$ cat src/rtl/pong_pkg.sv
// Shared types for the Pong game-state engine.
//   state_t : match FSM encoding, visible on the game_state output
//   dir_t   : ball direction along one axis, stored as a sign bit
package pong_pkg;

  typedef enum logic [2:0] {
    StIdle  = 3'd0,
    StServe = 3'd1,
    StPlay  = 3'd2,
    StPoint = 3'd3,
    StOver  = 3'd4
  } state_t;

  typedef enum logic {
    DirPos = 1'b0,
    DirNeg = 1'b1
  } dir_t;

endpackage

$ cat src/rtl/pong_paddle.sv
// One paddle: synchronises its two raw active-low keys and steps the paddle
// top coordinate once per frame tick while enabled, clamped to the field.
//   clk_i, rst_ni    : clock, asynchronous active-low reset
//   tick_i           : frame tick
//   enable_i         : paddle may move on this tick
//   clear_i          : return paddle to the centre (match restart)
//   key_up_ni/dn_ni  : raw active-low keys
//   y_o              : paddle top coordinate
module pong_paddle #(
  parameter int unsigned V_RES       = 480,
  parameter int unsigned PADDLE_H    = 64,
  parameter int unsigned PADDLE_STEP = 4,
  parameter int unsigned COORD_W     = 10
) (
  input  logic               clk_i,
  input  logic               rst_ni,
  input  logic               tick_i,
  input  logic               enable_i,
  input  logic               clear_i,
  input  logic               key_up_ni,
  input  logic               key_dn_ni,
  output logic [COORD_W-1:0] y_o
);

  localparam logic [COORD_W-1:0] YMax = COORD_W'(V_RES - PADDLE_H);
  localparam logic [COORD_W-1:0] YRst = COORD_W'((V_RES - PADDLE_H) / 2);
  localparam logic [COORD_W-1:0] Step = COORD_W'(PADDLE_STEP);

  logic [1:0]         up_sync_q, dn_sync_q;
  logic [COORD_W-1:0] y_q, y_d;
  logic               up, dn;

  assign up = ~up_sync_q[1];
  assign dn = ~dn_sync_q[1];

  always_comb begin
    y_d = y_q;
    if (clear_i) begin
      y_d = YRst;
    end else if (tick_i && enable_i) begin
      if (up && !dn) begin
        y_d = (y_q < Step) ? '0 : y_q - Step;
      end else if (dn && !up) begin
        y_d = (y_q > YMax - Step) ? YMax : y_q + Step;
      end
    end
  end

  always_ff @(posedge clk_i or negedge rst_ni) begin
    if (!rst_ni) begin
      up_sync_q <= 2'b11;  // released keys read high
      dn_sync_q <= 2'b11;
      y_q       <= YRst;
    end else begin
      up_sync_q <= {up_sync_q[0], key_up_ni};
      dn_sync_q <= {dn_sync_q[0], key_dn_ni};
      y_q       <= y_d;
    end
  end

  assign y_o = y_q;

endmodule

$ cat src/rtl/pong_engine.sv
// Pong game-state engine: ball position/velocity, both paddles, scores and
// the match FSM. All motion advances once per frame_tick; outputs registered.
//   clk_clk, reset_reset_n        : clock, asynchronous active-low reset
//   frame_tick                    : one-cycle pulse per frame
//   buttons_export[3:0]           : raw active-low keys (L up, L dn, R up, R dn)
//   start                         : level, sampled on frame_tick
//   bola_x/y_out_export           : ball top-left corner
//   barra_e/d_y_out_export        : left/right paddle top
//   score_e/score_d               : left/right score
//   game_state                    : encoded FSM state
//   point_pulse                   : one-cycle pulse with each score update
module pong_engine
  import pong_pkg::*;
#(
  parameter int unsigned H_RES        = 640,
  parameter int unsigned V_RES        = 480,
  parameter int unsigned COORD_W      = 10,
  parameter int unsigned BALL_SIZE    = 8,
  parameter int unsigned PADDLE_H     = 64,
  parameter int unsigned PADDLE_W     = 8,
  parameter int unsigned PADDLE_X     = 16,
  parameter int unsigned BALL_STEP    = 2,
  parameter int unsigned PADDLE_STEP  = 4,
  parameter int unsigned SERVE_FRAMES = 60,
  parameter int unsigned POINT_FRAMES = 90,
  parameter int unsigned SCORE_W      = 4,
  parameter int unsigned WIN_SCORE    = 9
) (
  input  logic               clk_clk,
  input  logic               reset_reset_n,
  input  logic               frame_tick,
  input  logic [3:0]         buttons_export,
  input  logic               start,
  output logic [COORD_W-1:0] bola_x_out_export,
  output logic [COORD_W-1:0] bola_y_out_export,
  output logic [COORD_W-1:0] barra_e_y_out_export,
  output logic [COORD_W-1:0] barra_d_y_out_export,
  output logic [SCORE_W-1:0] score_e,
  output logic [SCORE_W-1:0] score_d,
  output logic [2:0]         game_state,
  output logic               point_pulse
);

  localparam int unsigned SW       = COORD_W + 2;
  localparam int unsigned FrameMax = (SERVE_FRAMES > POINT_FRAMES) ? SERVE_FRAMES : POINT_FRAMES;
  localparam int unsigned CntW     = (FrameMax > 1) ? $clog2(FrameMax) : 1;

  localparam logic [COORD_W-1:0] BallX0 = COORD_W'((H_RES - BALL_SIZE) / 2);
  localparam logic [COORD_W-1:0] BallY0 = COORD_W'((V_RES - BALL_SIZE) / 2);
  localparam logic [COORD_W-1:0] YBMax  = COORD_W'(V_RES - BALL_SIZE);
  localparam logic [COORD_W-1:0] XBMax  = COORD_W'(H_RES - BALL_SIZE);
  localparam logic [COORD_W-1:0] LFace  = COORD_W'(PADDLE_X + PADDLE_W);
  localparam logic [COORD_W-1:0] RFace  = COORD_W'(H_RES - PADDLE_X - PADDLE_W - BALL_SIZE);

  // Signed copies for the COORD_W+2 ball arithmetic.
  localparam logic signed [SW-1:0] SZero  = '0;
  localparam logic signed [SW-1:0] SStep  = SW'(BALL_STEP);
  localparam logic signed [SW-1:0] SBall  = SW'(BALL_SIZE);
  localparam logic signed [SW-1:0] SPadH  = SW'(PADDLE_H);
  localparam logic signed [SW-1:0] SYBMax = SW'(V_RES - BALL_SIZE);
  localparam logic signed [SW-1:0] SXBMax = SW'(H_RES - BALL_SIZE);
  localparam logic signed [SW-1:0] SLFace = SW'(PADDLE_X + PADDLE_W);
  localparam logic signed [SW-1:0] SRFace = SW'(H_RES - PADDLE_X - PADDLE_W - BALL_SIZE);

  localparam logic [CntW-1:0]    ServeLast = CntW'(SERVE_FRAMES - 1);
  localparam logic [CntW-1:0]    PointLast = CntW'(POINT_FRAMES - 1);
  localparam logic [SCORE_W-1:0] WinScore  = SCORE_W'(WIN_SCORE);

  state_t             state_q, state_d;
  logic [COORD_W-1:0] x_q, x_d, y_q, y_d;
  dir_t               dx_q, dx_d, dy_q, dy_d;
  logic [SCORE_W-1:0] score_l_q, score_l_d, score_r_q, score_r_d;
  logic [CntW-1:0]    cnt_q, cnt_d;
  logic               pulse_q, pulse_d;
  logic               pad_clear, pad_en;
  logic [COORD_W-1:0] pad_l, pad_r;

  logic signed [SW-1:0] sx, sy, nx, ny, spl, spr;
  logic                 ovl_l, ovl_r;

  assign pad_en = (state_q == StServe) || (state_q == StPlay);

  pong_paddle #(
    .V_RES      (V_RES),
    .PADDLE_H   (PADDLE_H),
    .PADDLE_STEP(PADDLE_STEP),
    .COORD_W    (COORD_W)
  ) u_paddle_l (
    .clk_i    (clk_clk),
    .rst_ni   (reset_reset_n),
    .tick_i   (frame_tick),
    .enable_i (pad_en),
    .clear_i  (pad_clear),
    .key_up_ni(buttons_export[0]),
    .key_dn_ni(buttons_export[1]),
    .y_o      (pad_l)
  );

  pong_paddle #(
    .V_RES      (V_RES),
    .PADDLE_H   (PADDLE_H),
    .PADDLE_STEP(PADDLE_STEP),
    .COORD_W    (COORD_W)
  ) u_paddle_r (
    .clk_i    (clk_clk),
    .rst_ni   (reset_reset_n),
    .tick_i   (frame_tick),
    .enable_i (pad_en),
    .clear_i  (pad_clear),
    .key_up_ni(buttons_export[2]),
    .key_dn_ni(buttons_export[3]),
    .y_o      (pad_r)
  );

  assign sx  = $signed({2'b00, x_q});
  assign sy  = $signed({2'b00, y_q});
  assign spl = $signed({2'b00, pad_l});
  assign spr = $signed({2'b00, pad_r});
  assign nx  = (dx_q == DirPos) ? sx + SStep : sx - SStep;
  assign ny  = (dy_q == DirPos) ? sy + SStep : sy - SStep;

  // Overlap uses paddle positions from before this tick's paddle update.
  assign ovl_l = (sy + SBall > spl) && (sy < spl + SPadH);
  assign ovl_r = (sy + SBall > spr) && (sy < spr + SPadH);

  always_comb begin
    state_d   = state_q;
    x_d       = x_q;
    y_d       = y_q;
    dx_d      = dx_q;
    dy_d      = dy_q;
    score_l_d = score_l_q;
    score_r_d = score_r_q;
    cnt_d     = cnt_q;
    pulse_d   = 1'b0;
    pad_clear = 1'b0;
    if (frame_tick) begin
      unique case (state_q)
        StIdle: begin
          if (start) begin
            state_d = StServe;
            cnt_d   = '0;
            x_d     = BallX0;
            y_d     = BallY0;
          end
        end
        StServe: begin
          x_d = BallX0;
          y_d = BallY0;
          if (cnt_q == ServeLast) begin
            state_d = StPlay;
            cnt_d   = '0;
          end else begin
            cnt_d = cnt_q + 1'b1;
          end
        end
        StPlay: begin
          // Vertical wall reflection, independent of the horizontal outcome.
          if (ny < SZero) begin
            y_d  = '0;
            dy_d = DirPos;
          end else if (ny > SYBMax) begin
            y_d  = YBMax;
            dy_d = DirNeg;
          end else begin
            y_d = ny[COORD_W-1:0];
          end

          if (dx_q == DirNeg && sx >= SLFace && nx < SLFace && ovl_l) begin
            x_d  = LFace;
            dx_d = DirPos;
          end else if (dx_q == DirPos && sx <= SRFace && nx > SRFace && ovl_r) begin
            x_d  = RFace;
            dx_d = DirNeg;
          end else if (nx <= SZero) begin
            // Right scores; next serve heads toward the left player.
            x_d       = '0;
            dx_d      = DirNeg;
            score_r_d = score_r_q + 1'b1;
            pulse_d   = 1'b1;
            cnt_d     = '0;
            state_d   = (score_r_d == WinScore) ? StOver : StPoint;
          end else if (nx >= SXBMax) begin
            x_d       = XBMax;
            dx_d      = DirPos;
            score_l_d = score_l_q + 1'b1;
            pulse_d   = 1'b1;
            cnt_d     = '0;
            state_d   = (score_l_d == WinScore) ? StOver : StPoint;
          end else begin
            x_d = nx[COORD_W-1:0];
          end
        end
        StPoint: begin
          if (cnt_q == PointLast) begin
            state_d = StServe;
            cnt_d   = '0;
            x_d     = BallX0;
            y_d     = BallY0;
          end else begin
            cnt_d = cnt_q + 1'b1;
          end
        end
        StOver: begin
          if (start) begin
            state_d   = StIdle;
            x_d       = BallX0;
            y_d       = BallY0;
            dx_d      = DirPos;
            dy_d      = DirPos;
            score_l_d = '0;
            score_r_d = '0;
            pad_clear = 1'b1;
          end
        end
        default: state_d = StIdle;
      endcase
    end
  end

  always_ff @(posedge clk_clk or negedge reset_reset_n) begin
    if (!reset_reset_n) begin
      state_q   <= StIdle;
      x_q       <= BallX0;
      y_q       <= BallY0;
      dx_q      <= DirPos;
      dy_q      <= DirPos;
      score_l_q <= '0;
      score_r_q <= '0;
      cnt_q     <= '0;
      pulse_q   <= 1'b0;
    end else begin
      state_q   <= state_d;
      x_q       <= x_d;
      y_q       <= y_d;
      dx_q      <= dx_d;
      dy_q      <= dy_d;
      score_l_q <= score_l_d;
      score_r_q <= score_r_d;
      cnt_q     <= cnt_d;
      pulse_q   <= pulse_d;
    end
  end

  assign bola_x_out_export    = x_q;
  assign bola_y_out_export    = y_q;
  assign barra_e_y_out_export = pad_l;
  assign barra_d_y_out_export = pad_r;
  assign score_e              = score_l_q;
  assign score_d              = score_r_q;
  assign game_state           = state_q;
  assign point_pulse          = pulse_q;

endmodule
$ cat config.mk
export PLATFORM = sky130hd
export DESIGN_NAME = pong_engine
export DESIGN_NICKNAME = d
export VERILOG_FILES = /design/src/rtl/pong_pkg.sv /design/src/rtl/pong_paddle.sv /design/src/rtl/pong_engine.sv
export SDC_FILE = /design/constraint.sdc
export NUM_CORES = 1
export LEC_CHECK = 0
export ABC_AREA = 1
export CORE_MARGIN = 4
export CORE_UTILIZATION = 25
export CTS_CLUSTER_SIZE = 24
export DETAILED_ROUTE_END_ITERATION = 12
export PLACE_DENSITY = 0.54
export SLEW_MARGIN = 20
export SYNTH_ARGS = -nofsm -noshare
export SYNTH_HDL_FRONTEND = slang
export SYNTH_SLANG_ARGS = --single-unit
export TNS_END_PERCENT = 10
$ cat constraint.sdc
create_clock -name clk_clk -period 7.7 [get_ports clk_clk]
set_input_delay 1.54 -clock clk_clk [delete_from_list [all_inputs] [get_ports clk_clk]]
set_output_delay 1.54 -clock clk_clk [all_outputs]
set_load 0.01 [all_outputs]
Yosys cells after proc, flatten, opt, wreduce, memory -nomap -nowiden
Cells that the tools add are included.
Storage, ports and cells
  memories kept: 0
  output and inout port bits: 52
  memory bits (writable): 0
  register bits after elaboration: 69
  input port bits: 8
  latch bits: 0
  bits in read-only memories: 0
Cells by class
  mux-type cells: 73
  shift operators: 0
  add/sub/neg operators: 14
  magnitude comparators: 16
  reduce and logical (&&, ||, !) cells: 31
  bitwise operators: 5
  $mul: 0
  div/mod/pow operators: 0
  eq/ne operators: 21
Operators by type and width (number)
  $mux 10: 22
  $pmux 10 s4: 2
  $mux 7: 7
  $mux 4: 8
  $mux 3: 10
  $pmux 7 s4: 1
  $mux 12: 2
  $add 10x2->11 const B: 2
  $add 10x7->11 const B: 2
  $lt 10x11->1: 2
  $sub 10x2->11 const B: 2
  $add 10x3->10 const B: 2
  $gt 10x9->1 const B: 2
  $lt 10x3->1 const B: 2
  $sub 10x3->10 const B: 2
  $mux 1: 16
  $pmux 4 s2: 2
  $pmux 3 s5: 1
  $logic_and 1x1->1: 13
  $ge 12x11->1 const B: 1
  $gt 12x10->1 const B: 1
  $gt 12x11->1: 1
  $gt 12x11->1 const B: 1
  $le 12x1->1 const B: 1
  other kinds (31): 55

Logic depth before layout (Yosys ltp)
Gate-level depths: netlist (run 1).
  depth in word-level cells: 9
  mapped depth: 19
  depth with buffers taken out: 19

Modules after synthesis
A second synthesis (run 1) with hierarchy kept.
Second synthesis, totals
  cell total of the unflattened synthesis: 898
  area, all modules: 6022.0 um^2
Modules (own cells, without submodules)
  pong_engine: times used 1, cells an instance 632, area each 4220.3 um^2
  pong_paddle: times used 2, cells an instance 133, area each 900.9 um^2

Least setup slack after synthesis (run 1)
OpenSTA, ideal clock, no wires.
  path type: input to register
  start: in frame_tick
  end: reg u_paddle_l.y_q[7], in the netlist u_paddle_l.y_o[7]
  stages: 9
  slack: 4.975 ns
  data required time: 7.617 ns
  arrival: 2.642 ns
  setup time: 0.083 ns
  path buffers: 0
  path through: nand3_2 o21ai_2 inv_2 a31oi_4 nand2_2 nor2_2 inv_1 a221oi_1 nor2_1
On the way
  cells in the longest elaborated chain, start to end: 3
  elaborated cells on any way between the ends: 6
  those cells by class: mux: 2; reduce/logical: 4
RTL lines
  from (decl): RTL line pong_engine.sv:31  | input logic frame_tick,
  $mux 1 or $logic_and 1x1->1 (tied branches): RTL line pong_engine.sv:137, pong_paddle.sv:40
  $reduce_bool 3->1 (no source line) or $reduce_bool 2->1 (tied branches)
  $reduce_and 2->1 (no source line)
  to (signal assigned): RTL line pong_paddle.sv:53  | y_q <= YRst;
  to (signal assigned): RTL line pong_paddle.sv:57  | y_q <= y_d;
  to (decl): RTL line pong_paddle.sv:30  | logic [COORD_W-1:0] y_q, y_d;
Several ways; a longest one is shown, not always the timed one.
A chain may end at the register's enable or synchronous reset.

Worst setup path after layout (run 1)
  start: reg y_q[3], in the netlist bola_y_out_export[3]
  end: reg score_l_q[2], in the netlist score_e[2]
On the way
  cells in the longest elaborated chain, start to end: 6
  elaborated cells on any way between the ends: 12
  those cells by class: add/sub: 1; order compare: 4; eq/ne: 2; reduce/logical: 5
RTL lines
  from (decl): RTL line pong_engine.sv:70  | logic [COORD_W-1:0] x_q, x_d, y_q, y_d;
  from (signal assigned): RTL line pong_engine.sv:225  | y_q <= BallY0;
  from (signal assigned): RTL line pong_engine.sv:235  | y_q <= y_d;
  $add 10x4->11: RTL line pong_engine.sv:123, pong_engine.sv:124
  $gt 12x11->1 or $gt 11x10->1 (tied branches): RTL line pong_engine.sv:123, pong_engine.sv:124
  $logic_and 1x1->1 (on tied branches): RTL line pong_engine.sv:123, pong_engine.sv:124
  $logic_and 1x1->1 (on tied branches): RTL line pong_engine.sv:169, pong_engine.sv:172
  $ne 2x2->1 (no source line)
  $reduce_and 7->1 (no source line) (*)
  to (signal assigned): RTL line pong_engine.sv:238  | score_l_q <= score_l_d;
  to (decl): RTL line pong_engine.sv:72  | logic [SCORE_W-1:0] score_l_q, score_l_d, score_r_q, score_r_d;
Mark *: on every way between the ends. The rest lies on a longest branch, timed or not.

==> metrics.txt, run 1 <==
most common cell after layout, fill and taps aside=nand2_1; die area=roughly 25,000 µm²; number of hold buffers added after cts=0; largest cells by area after synthesis=dfrtp_1, nand2_1, ha_1; htree depth=3; # setup viols final=0; unrepaired setup endpoints after global routing=false; P&R area growth vs syn=18.8%; worst slew pin tran=a little under 1 ns; Routed Wire Length=about 17,000 µm; post-layout minimum cycle time=about 3.4 ns; Final Max Tran Viols=0; post-synthesis instance area=about 5700 µm²; dpl hpwl=between 10,000 and 15,000 µm; Util after Layout=between 30% and 40%; Final ANT Viol Nets=0; Post-synth ARST share=100%; count of different cell masters after synthesis=50; Port Buffers=53; setup TNS=0 ns; Post-CTS Setup Inserts=0; vias per cell=slightly below 5; Total GRT Usage=between 10% and 20%; Final Hold Violating Endpoints=0; final hold slack=roughly 0.35 ns; Worst Setup Start Kind=register; grt ovf=0; pwr dens=~350 nW/µm²; Mapped Avg Cell Area=about 7 µm²; Max clock buf depth=2; core area=22,600 µm²; EDFF count, synth=0; gpl congestion=about 0.84; Die Ht=around 160 µm; Worst-path clk slew=approximately 0.060 ns; clock skew=between 0.006 and 0.007 ns; nets=about 940; Hold Crit Class=reg2reg; CTS resizes=0; crit-path max FO=14; crit share post-route=roughly 44%; Pleak=~3.2 nW; # Max-Cap Violations=0; Setup crit end kind=register; Fillers=between 2,000 and 2,500; Wirelength per Cell=about 14 µm; TritonCTS buffer count=9; IO Count=60; diode count=0; first drt pass iteration count=5; residual DRC count=0; Die W=between 150 and 200 µm; 1st-iter DRT viols=between 400 and 500; dominant synthesized flop cell=dfrtp_1; CTS tree=done; total number of vias=between 5,000 and 6,000; clk_lat worst skew=0.33 ns; Yosys reg bits=63; Gate Count Post-Synth=819; first-pass GRT wire length=approximately 28,000 µm; clock sink count=63; f_max=between 0.2 and 0.3 GHz; share of cells above drive strength 1=~9.0%; initial core utilization=~25%; most frequent cells in the layout=nand2_1, inv_1, nor2_1; Rel. slew slack=between 30% and 40%; Row Count=55; outcome=completed; area leader, netlist=dfrtp_1; clk root buf=clkbuf_16; WP data required=roughly 8.0 ns; sequential-to-total area share from yosys stat=28.0%; Crit Path Category=reg2reg; initial antenna violation count=0; arrival time at the worst endpoint=3.62 ns; largest net degree at the start of global routing=64; number of global-route vias before repair=5,238; Peak VDD IR=between 0.1 and 0.15 mV; Synth top area share=around 17%; synth warn=0
==> sequential cells by signal, summed over array words and instances (netlist names), 2 cells and up <==
name                  cells
u_paddle_l.dn_sync_q      2
game_state                3
u_paddle_r.dn_sync_q      2
u_paddle_r.y_o            8
bola_y_out_export         9
score_e                   4
cnt_q                     7
u_paddle_r.up_sync_q      2
u_paddle_l.up_sync_q      2
u_paddle_l.y_o            8
bola_x_out_export         9
score_d                   4
==> worst max-delay path, cell delays in order (launching register included) <==
cell	delay [ns]
dfstp_2	0.60
ha_1	0.22
nand2_1	0.08
nor3_1	0.30
xor2_1	0.15
ha_1	0.32
nand2_1	0.05
nor2_1	0.18
nand3_1	0.09
nand3_1	0.08
nand2_1	0.05
nor2_1	0.35
nand4_4	0.33
nand2_1	0.15
nor2_1	0.06
nand2_2	0.13
nand2_1	0.06
o21ai_1	0.09
==> synthesized netlist by cell type, types with 4 or more instances <==
| cell | count |
|---|---|
| nor3b_1 | 5 |
| a21oi_1 | 33 |
| xor2_1 | 28 |
| o22ai_1 | 11 |
| clkbuf_1 | 6 |
| nand2_1 | 193 |
| nand2_2 | 8 |
| nand4_1 | 24 |
| nor4_1 | 4 |
| inv_1 | 98 |
| ha_1 | 55 |
| o21ai_0 | 49 |
| buf_4 | 6 |
| a31oi_1 | 4 |
| dfrtp_1 | 39 |
| o211ai_1 | 4 |
| o21ai_1 | 5 |
| nor3_1 | 12 |
| xnor2_1 | 5 |
| nand3_1 | 62 |
| dfstp_2 | 24 |
| nor2_1 | 88 |
| nor2_2 | 9 |
| o32ai_1 | 5 |
==> logic make-up (layout without fill, tap and decap cells) <==
kind of cell	count (synthesis)	count (layout)	synth area share [%]
other	1	6	0.0653
buffers and inverters	119	172	8.49
AOI/OAI and AO/OA	130	130	13.8
DFF	63	63	28.0
adders and majority gates	55	55	12.0
xor gates and xnor gates	33	33	5.03
and+or+nand+nor	418	418	32.7
==> power by group <==
group          total [mW]  internal [mW]  switching, mW
registers           0.647          0.454          0.193
logic                1.36          0.550          0.809
clock network       0.372          0.223          0.149
==> cell type report <==
class	instances	area (µm²)	share of cell area, %
clock buffer	11	243	3.56
sequential	63	1610	23.5
inverter	102	383	5.61
multi-input combinational	642	3670	53.8
clock inverter	4	22.5	0.330
timing repair buffer	55	541	7.92
tap	285	357	5.22
==> worst paths after layout <==
kind	start	end	slack (ns)	depth (start not counted)
worst max-delay path	bola_y_out_export[3]$_DFFE_PN1P_	score_e[2]$_DFFE_PN0P_	4.33	17
worst min-delay path	u_paddle_l.dn_sync_q[0]$_DFF_PN1_	u_paddle_l.dn_sync_q[1]$_DFF_PN1_	0.35	0
worst max register to register	bola_y_out_export[3]$_DFFE_PN1P_	score_e[2]$_DFFE_PN0P_	4.33	17
worst min register to register	u_paddle_l.dn_sync_q[0]$_DFF_PN1_	u_paddle_l.dn_sync_q[1]$_DFF_PN1_	0.35	0
max in group asynchronous	reset_reset_n	bola_y_out_export[8]$_DFFE_PN0P_	5.72	2
min in group asynchronous	reset_reset_n	cnt_q[1]$_DFFE_PN0P_	1.39	2
==> through the flow <==
step | cells | power (mW) | setup slack [ns] | area, µm²
6_report | 1162 | 2.38 | 4.33 | 6830
5_1_grt | 1162 | 2.63 | 3.98 | 6830
4_1_cts | 1162 | 2.40 | 4.35 | 6830
3_5_place_dp | 1147 | 2.00 | 4.07 | 6560
3_3_place_gp | 1147 | 2.00 | 4.14 | 6560
2_1_floorplan | 824 | 1.52 | 4.97 | 5760
==> metal layers <==
| layer | vias up | global-route usage (%) | wire length [µm] |
|---|---|---|---|
| li1 | 2831 | - | - |
| met1 | 2599 | 18.7 | 8210 |
| met2 | 149 | 20.5 | 7430 |
| met3 | 14 | 2.25 | 825 |
| met4 | 0 | 2.92 | 177 |
| met5 | - | 0 | 0 |
(Power assumes the default switching activity.)
==> run 2, diff against run 1 <==
clock period = 3.15 ns   (was 7.7 ns; I/O delays follow)
==> run 2 against run 1 <==
  * Sequential power up 130%
  * Critical path depth unchanged
  * Setup slack got worse by 4.1 ns
  * Clock skew is 0.00052 ns lower
  * Worst hold slack worse by 0.0087 ns
  * Die area stayed put
  * Design area rose by 4.0%
  * Fmax is 17% higher
  * Flip-flop and latch count did not move
  * Largest power group unchanged
==> metrics.txt, run 2 (synthesis results as in run 1) <==
Peak VDD IR=0.319 mV (+120%); WP data required=3.38 ns (-4.57 ns); final cell count without fillers=1,187 (+2.2%); routed wl met3=754 µm (-8.6%); largest net degree at the start of global routing=29 (-55%); P&R area growth vs syn=23.6%; CP cell instances=ha_2, nand2_1, nor3_2, xor2_1, ha_1, nand2_1, inv_1, nor3_1, nand3_1, nand2_1, nor2_1, buf_4, nand4_4, buf_4, nand3_1, nand2_1, nand2_1; number of global-route vias before repair=5,617 (+7.2%); setup ws final=0.269 ns (-4.06 ns); clk_lat worst skew=0.34 ns (about the same); Placed Instances=1,167 (+1.7%); nets=960 (+2.6%); arrival time at the worst endpoint=3.11 ns (-0.51 ns); Util after Layout=31.4% (+1.2 points); placed inst area=6710 µm² (+2.3%); crit-path max FO=10 (-4); # setup viols final=0 (unchanged); post-layout minimum cycle time=2.88 ns (-0.486 ns); clock sink count=63 (unchanged); Die W=160 µm (unchanged); crit share post-route=91.5% (+48 points); htree depth=3 (unchanged); core area=22,600 µm² (unchanged); unrepaired setup endpoints after global routing=false; Most common cell on crit path=nand2_1; worst slew pin tran=0.734 ns (-0.241 ns); M1 wire length=8310 µm (+1.2%); grt ovf=0 (unchanged); Final Hold Violating Endpoints=0 (unchanged); Worst-path clk slew=0.06 ns (about the same); first drt pass iteration count=7 (+2); clk root buf=clkbuf_16; Final Cell Area=7100 µm² (+4.0%); outcome=completed; Die Ht=160 µm (unchanged); f_max=0.347 GHz (+17%); diode count=0 (unchanged); most frequent cells in the layout=nand2_1, inv_1, nor2_1; vias per cell=4.80 (-0.37%); Rel. slew slack=51.1% (+16 points); setup TNS=0 ns (unchanged); first-pass GRT wire length=28,900 µm (+5.0%); CTS tree=done; Crit Path Category=reg2reg; gpl congestion=0.863 (+3.2%); die area=25,500 µm² (unchanged); met2 wire length=7900 µm (+6.4%); IO Count=60 (unchanged); initial antenna violation count=0 (unchanged); pwr dens=866 nW/µm² (+150%); Hold Crit Class=in2async; pre-CTS setup slack=0.182 ns (-3.89 ns); Wirelength per Cell=14.5 µm (+1.5%); share of cells above drive strength 1=12.3% (+3.3 points); Row Count=55 (unchanged); DR top layer=met4; Final Max Tran Viols=0 (unchanged); reg2reg start=bola_y_out_export[3]$_DFFE_PN1P_; clock skew=0.00624 ns (-0.000521 ns); Fillers=2,415 (-3.0%); # Max-Cap Violations=0 (unchanged); Worst R2R Setup Slack=0.27 ns (-4.06 ns); most common cell after layout, fill and taps aside=nand2_1; Port Buffers=53 (unchanged); R2R depth=17 (unchanged); dpl hpwl=13,300 µm (+6.2%); Final ANT Viol Nets=0 (unchanged); number of hold buffers added after cts=0 (unchanged); Slowest-stage cell, CP=dfstp_2; Total GRT Usage=13.7% (+0.70 points); CP max stage delay=0.57 ns (-0.03 ns); r2r endpoint=game_state[0]$_DFFE_PN0P_; initial core utilization=25.4% (unchanged); TritonCTS buffer count=9 (unchanged); total number of vias=5,692 (+1.8%); 1st-iter DRT viols=451 (-2.2%); Pleak=3.36 nW (+4.8%); Worst Setup Start Kind=register; residual DRC count=0 (unchanged); Setup crit end kind=register; Routed Wire Length=17,300 µm (+3.7%); Max clock buf depth=2 (unchanged)
==> run 2: metrics by stage <==
stage	total power, mW	hold WS, ns
after global placement	4.95	0.347
after CTS	6.14	0.356
after global routing	6.78	0.358
final	6.14	0.345
after detailed placement	4.96	0.347
after floorplan	3.72	0.334
==> run 2: report_power, final <==
part / total, mW / internal [mW] / switching, mW
combinational: 3.51 / 1.46 / 2.06
clock: 1.13 / 0.719 / 0.410
sequential: 1.50 / 1.11 / 0.392
total: 6.14 / 3.28 / 2.86
==> run 2: what timing repair did <==
action | 4_1_cts | 5_1_grt
setup endpoints to repair | 0 | 20
hold endpoints to repair | 0 | 0
resized for setup | 0 | 8
buffers inserted | 0 | 4
==> run 2: area by class of cell <==
cell class	instances	area, µm²	area share (%)
Timing Repair Buffer	79	721	10.2
Tap cell	285	357	5.02
Clock inverter	6	92.6	1.30
Inverter	102	383	5.39
Multi-Input combinational cell	642	3700	52.1
Sequential cell	63	1610	22.6
Clock buffer	10	239	3.37
==> run 2: how the worst max path moves through the flow <==
| stage | startpoint | to | slack [ns] |
|---|---|---|---|
| after floorplan | bola_y_out_export[3]$_DFFE_PN1P_ | cnt_q[0]$_DFFE_PN0P_ | 0.47 |
| after global placement | u_paddle_r.y_o[6]$_DFFE_PN1P_ | game_state[2]$_DFFE_PN0P_ | 0.27 |
| after detailed placement | bola_y_out_export[3]$_DFFE_PN1P_ | game_state[0]$_DFFE_PN0P_ | 0.18 |
| after CTS | bola_y_out_export[3]$_DFFE_PN1P_ | bola_x_out_export[3]$_DFFE_PN1P_ | 0.17 |
| after global routing | bola_y_out_export[3]$_DFFE_PN1P_ | score_e[2]$_DFFE_PN0P_ | 0.03 |
| final | bola_y_out_export[3]$_DFFE_PN1P_ | game_state[0]$_DFFE_PN0P_ | 0.27 |
==> run 2: routing by layer <==
metal  vias to the layer above  track usage (%)
met5                         -                0
met4                         0             4.42
met3                        22             2.33
met2                       136             22.3
met1                      2648             18.6
li1                       2886                -
==> run 2: critical path, delay by kind of cell (launching register included) <==
family | cells | cell delay [ns]
buffers and inverters | 3 | 0.37
AND/OR/NAND/NOR | 11 | 1.10
XOR/XNOR | 1 | 0.24
adder cells (fa/ha/maj) | 2 | 0.48
flip-flops | 1 | 0.57
==> run 3, diff against run 2 <==
--- a/config.mk
+++ b/config.mk
@@ -8,3 +8,3 @@
 export ABC_AREA = 1
-export CORE_MARGIN = 4
+export CORE_MARGIN = 8
 export CORE_UTILIZATION = 25
--- a/constraint.sdc
+++ b/constraint.sdc
@@ -3,2 +3,2 @@
 set_output_delay 0.63 -clock clk_clk [all_outputs]
-set_load 0.01 [all_outputs]
+set_load 0.05 [all_outputs]
==> run 3 against run 2 <==
  * Clock-buffer cell count unchanged
  * Wire length down 1.2%
  * Combinational power up 18%
  * Clock skew about the same
  * Worst hold slack worse by 0.00083 ns
  * Critical path type unchanged
==> metrics.txt, run 3 (synthesis results as in run 1) <==
outcome=completed; core area=22,600 µm² (-0.30%); P&R area growth vs syn=21.7%; number of global-route vias before repair=5,435 (-3.2%); clock sink count=63 (unchanged); Setup crit end kind=register; f_max=0.352 GHz (+1.4%); CP max stage delay=0.56 ns (about the same); share of cells above drive strength 1=11.0% (-1.3 points); diode count=0 (unchanged); TritonCTS buffer count=9 (unchanged); WP data required=3.38 ns (about the same); Total GRT Usage=12.4% (-1.3 points); final cell count without fillers=1,178 (-0.76%); first drt pass iteration count=5 (-2); clock skew=0.00595 ns (-0.000295 ns); total number of vias=5,620 (-1.3%); Die W=168 µm (+5.0%); largest net degree at the start of global routing=38 (+31%); Rel. slew slack=51.4% (+0.31 points); vias per cell=4.77 (-0.51%); Worst-path clk slew=0.06 ns (about the same); Hold Crit Class=in2async; Most common cell on crit path=nand2_1; crit share post-route=90.2% (-1.2 points); Worst Setup Start Kind=register; grt ovf=0 (unchanged); clk root buf=clkbuf_16; IO Count=60 (unchanged); pwr dens=946 nW/µm² (+9.2%); Port Buffers=53 (unchanged); arrival time at the worst endpoint=3.07 ns (-0.04 ns); unrepaired setup endpoints after global routing=false; Max clock buf depth=2 (unchanged); Placed Instances=1,162 (-0.43%); htree depth=3 (unchanged); setup TNS=0 ns (unchanged); initial antenna violation count=0 (unchanged); final hold slack=0.345 ns (-0.000833 ns); Peak VDD IR=0.566 mV (+77%); Final ANT Viol Nets=0 (unchanged); Final Max Tran Viols=0 (unchanged); gpl congestion=0.847 (-1.8%); number of hold buffers added after cts=0 (unchanged); clk_lat worst skew=0.34 ns (about the same); dpl hpwl=13,200 µm (-0.67%); Die Ht=168 µm (+5.0%); most frequent cells in the layout=nand2_1, inv_1, nor2_1; # setup viols final=0 (unchanged); residual DRC count=0 (unchanged); Wirelength per Cell=14.5 µm (-0.48%); # Max-Cap Violations=0 (unchanged); Crit Path Category=reg2reg; power consumption=6.61 mW (+7.6%); first-pass GRT wire length=28,500 µm (-1.5%); CTS tree=done; worst slew pin tran=0.729 ns (-0.00460 ns); Util after Layout=31.0% (-0.38 points); Pleak=3.30 nW (-1.8%); post-layout minimum cycle time=2.84 ns (-0.0391 ns); 1st-iter DRT viols=371 (-18%); Final Hold Violating Endpoints=0 (unchanged); initial core utilization=25.4% (+0.077 points); most common cell after layout, fill and taps aside=nand2_1; CP cell instances=ha_1, nand2_1, nor3_2, xor2_1, ha_1, nand2_1, inv_1, nor3_1, nand3_1, nand2_1, nor2_4, nand4_4, buf_4, nand3_4, nand2_1, nand2_1; nets=951 (-0.94%); crit-path max FO=9 (-1); Row Count=55 (unchanged); die area=28,100 µm² (+10%); Slowest-stage cell, CP=dfstp_2; Routed Wire Length=17,100 µm (-1.2%)
## run 3: final cells by class
cell class                      count  area, µm²
Fill cell                        2455      15600
Sequential cell                    63       1610
Inverter                          102        383
Tap cell                          285        357
Timing Repair Buffer               70        666
Multi-Input combinational cell    642       3700
Clock buffer                       10        239
Clock inverter                      6       45.0
## run 3: critical path, delay by kind of cell, from the launching register on
family,cells,cell delay [ns]
XOR/XNOR,1,0.22
adder cells (fa/ha/maj),2,0.48
buffers and inverters,2,0.23
flip-flops,1,0.56
AND/OR/NAND/NOR,11,1.22
## run 3: timing repair
action,in CTS,in global routing
setup endpoints to repair,0,20
gates resized for setup,0,5
hold endpoints to repair,0,0
setup buffers,0,0
## run 3: worst paths after layout
| kind | from | endpoint | slack, ns | cells after the start |
|---|---|---|---|---|
| worst max-delay path | bola_y_out_export[3]$_DFFE_PN1P_ | cnt_q[0]$_DFFE_PN0P_ | 0.31 | 16 |
| worst min-delay path | reset_reset_n | u_paddle_r.y_o[9]$_DFFE_PN0P_ | 0.34 | 1 |
| worst max register to register | bola_y_out_export[3]$_DFFE_PN1P_ | cnt_q[0]$_DFFE_PN0P_ | 0.31 | 16 |
| worst min register to register | u_paddle_r.up_sync_q[0]$_DFF_PN1_ | u_paddle_r.up_sync_q[1]$_DFF_PN1_ | 0.36 | 0 |
| max in group asynchronous | reset_reset_n | bola_x_out_export[4]$_DFFE_PN1P_ | 2.07 | 2 |
| min in group clk_clk | u_paddle_r.up_sync_q[0]$_DFF_PN1_ | u_paddle_r.up_sync_q[1]$_DFF_PN1_ | 0.36 | 0 |
## run 3: metal layers
metal | track usage [%] | vias up | part of all wire (%) | wire length (µm)
met1 | 16.1 | 2612 | 47 | 8000
met2 | 20.2 | 125 | 47 | 7990
met3 | 2.94 | 21 | 4.6 | 778
met5 | 0 | - | 0 | 0
li1 | - | 2862 | - | -
met4 | 3.45 | 0 | 1.7 | 288
## run 3: where the power goes
group	internal [mW]	switching, mW	leakage (nW)	total (mW)
combinational	1.43	2.71	2.40	4.13
sequential	1.11	0.407	0.765	1.52
clock	0.556	0.408	0.131	0.964
## run 3: per-stage QoR
step / cell area [µm²] / worst slack [ns]
floorplan: 5760 / 0.245
global placement: 6690 / 0.177
detailed placement: 6690 / 0.0966
finish: 6990 / 0.308
global route: 6990 / 0.0254
CTS: 6970 / 0.0785
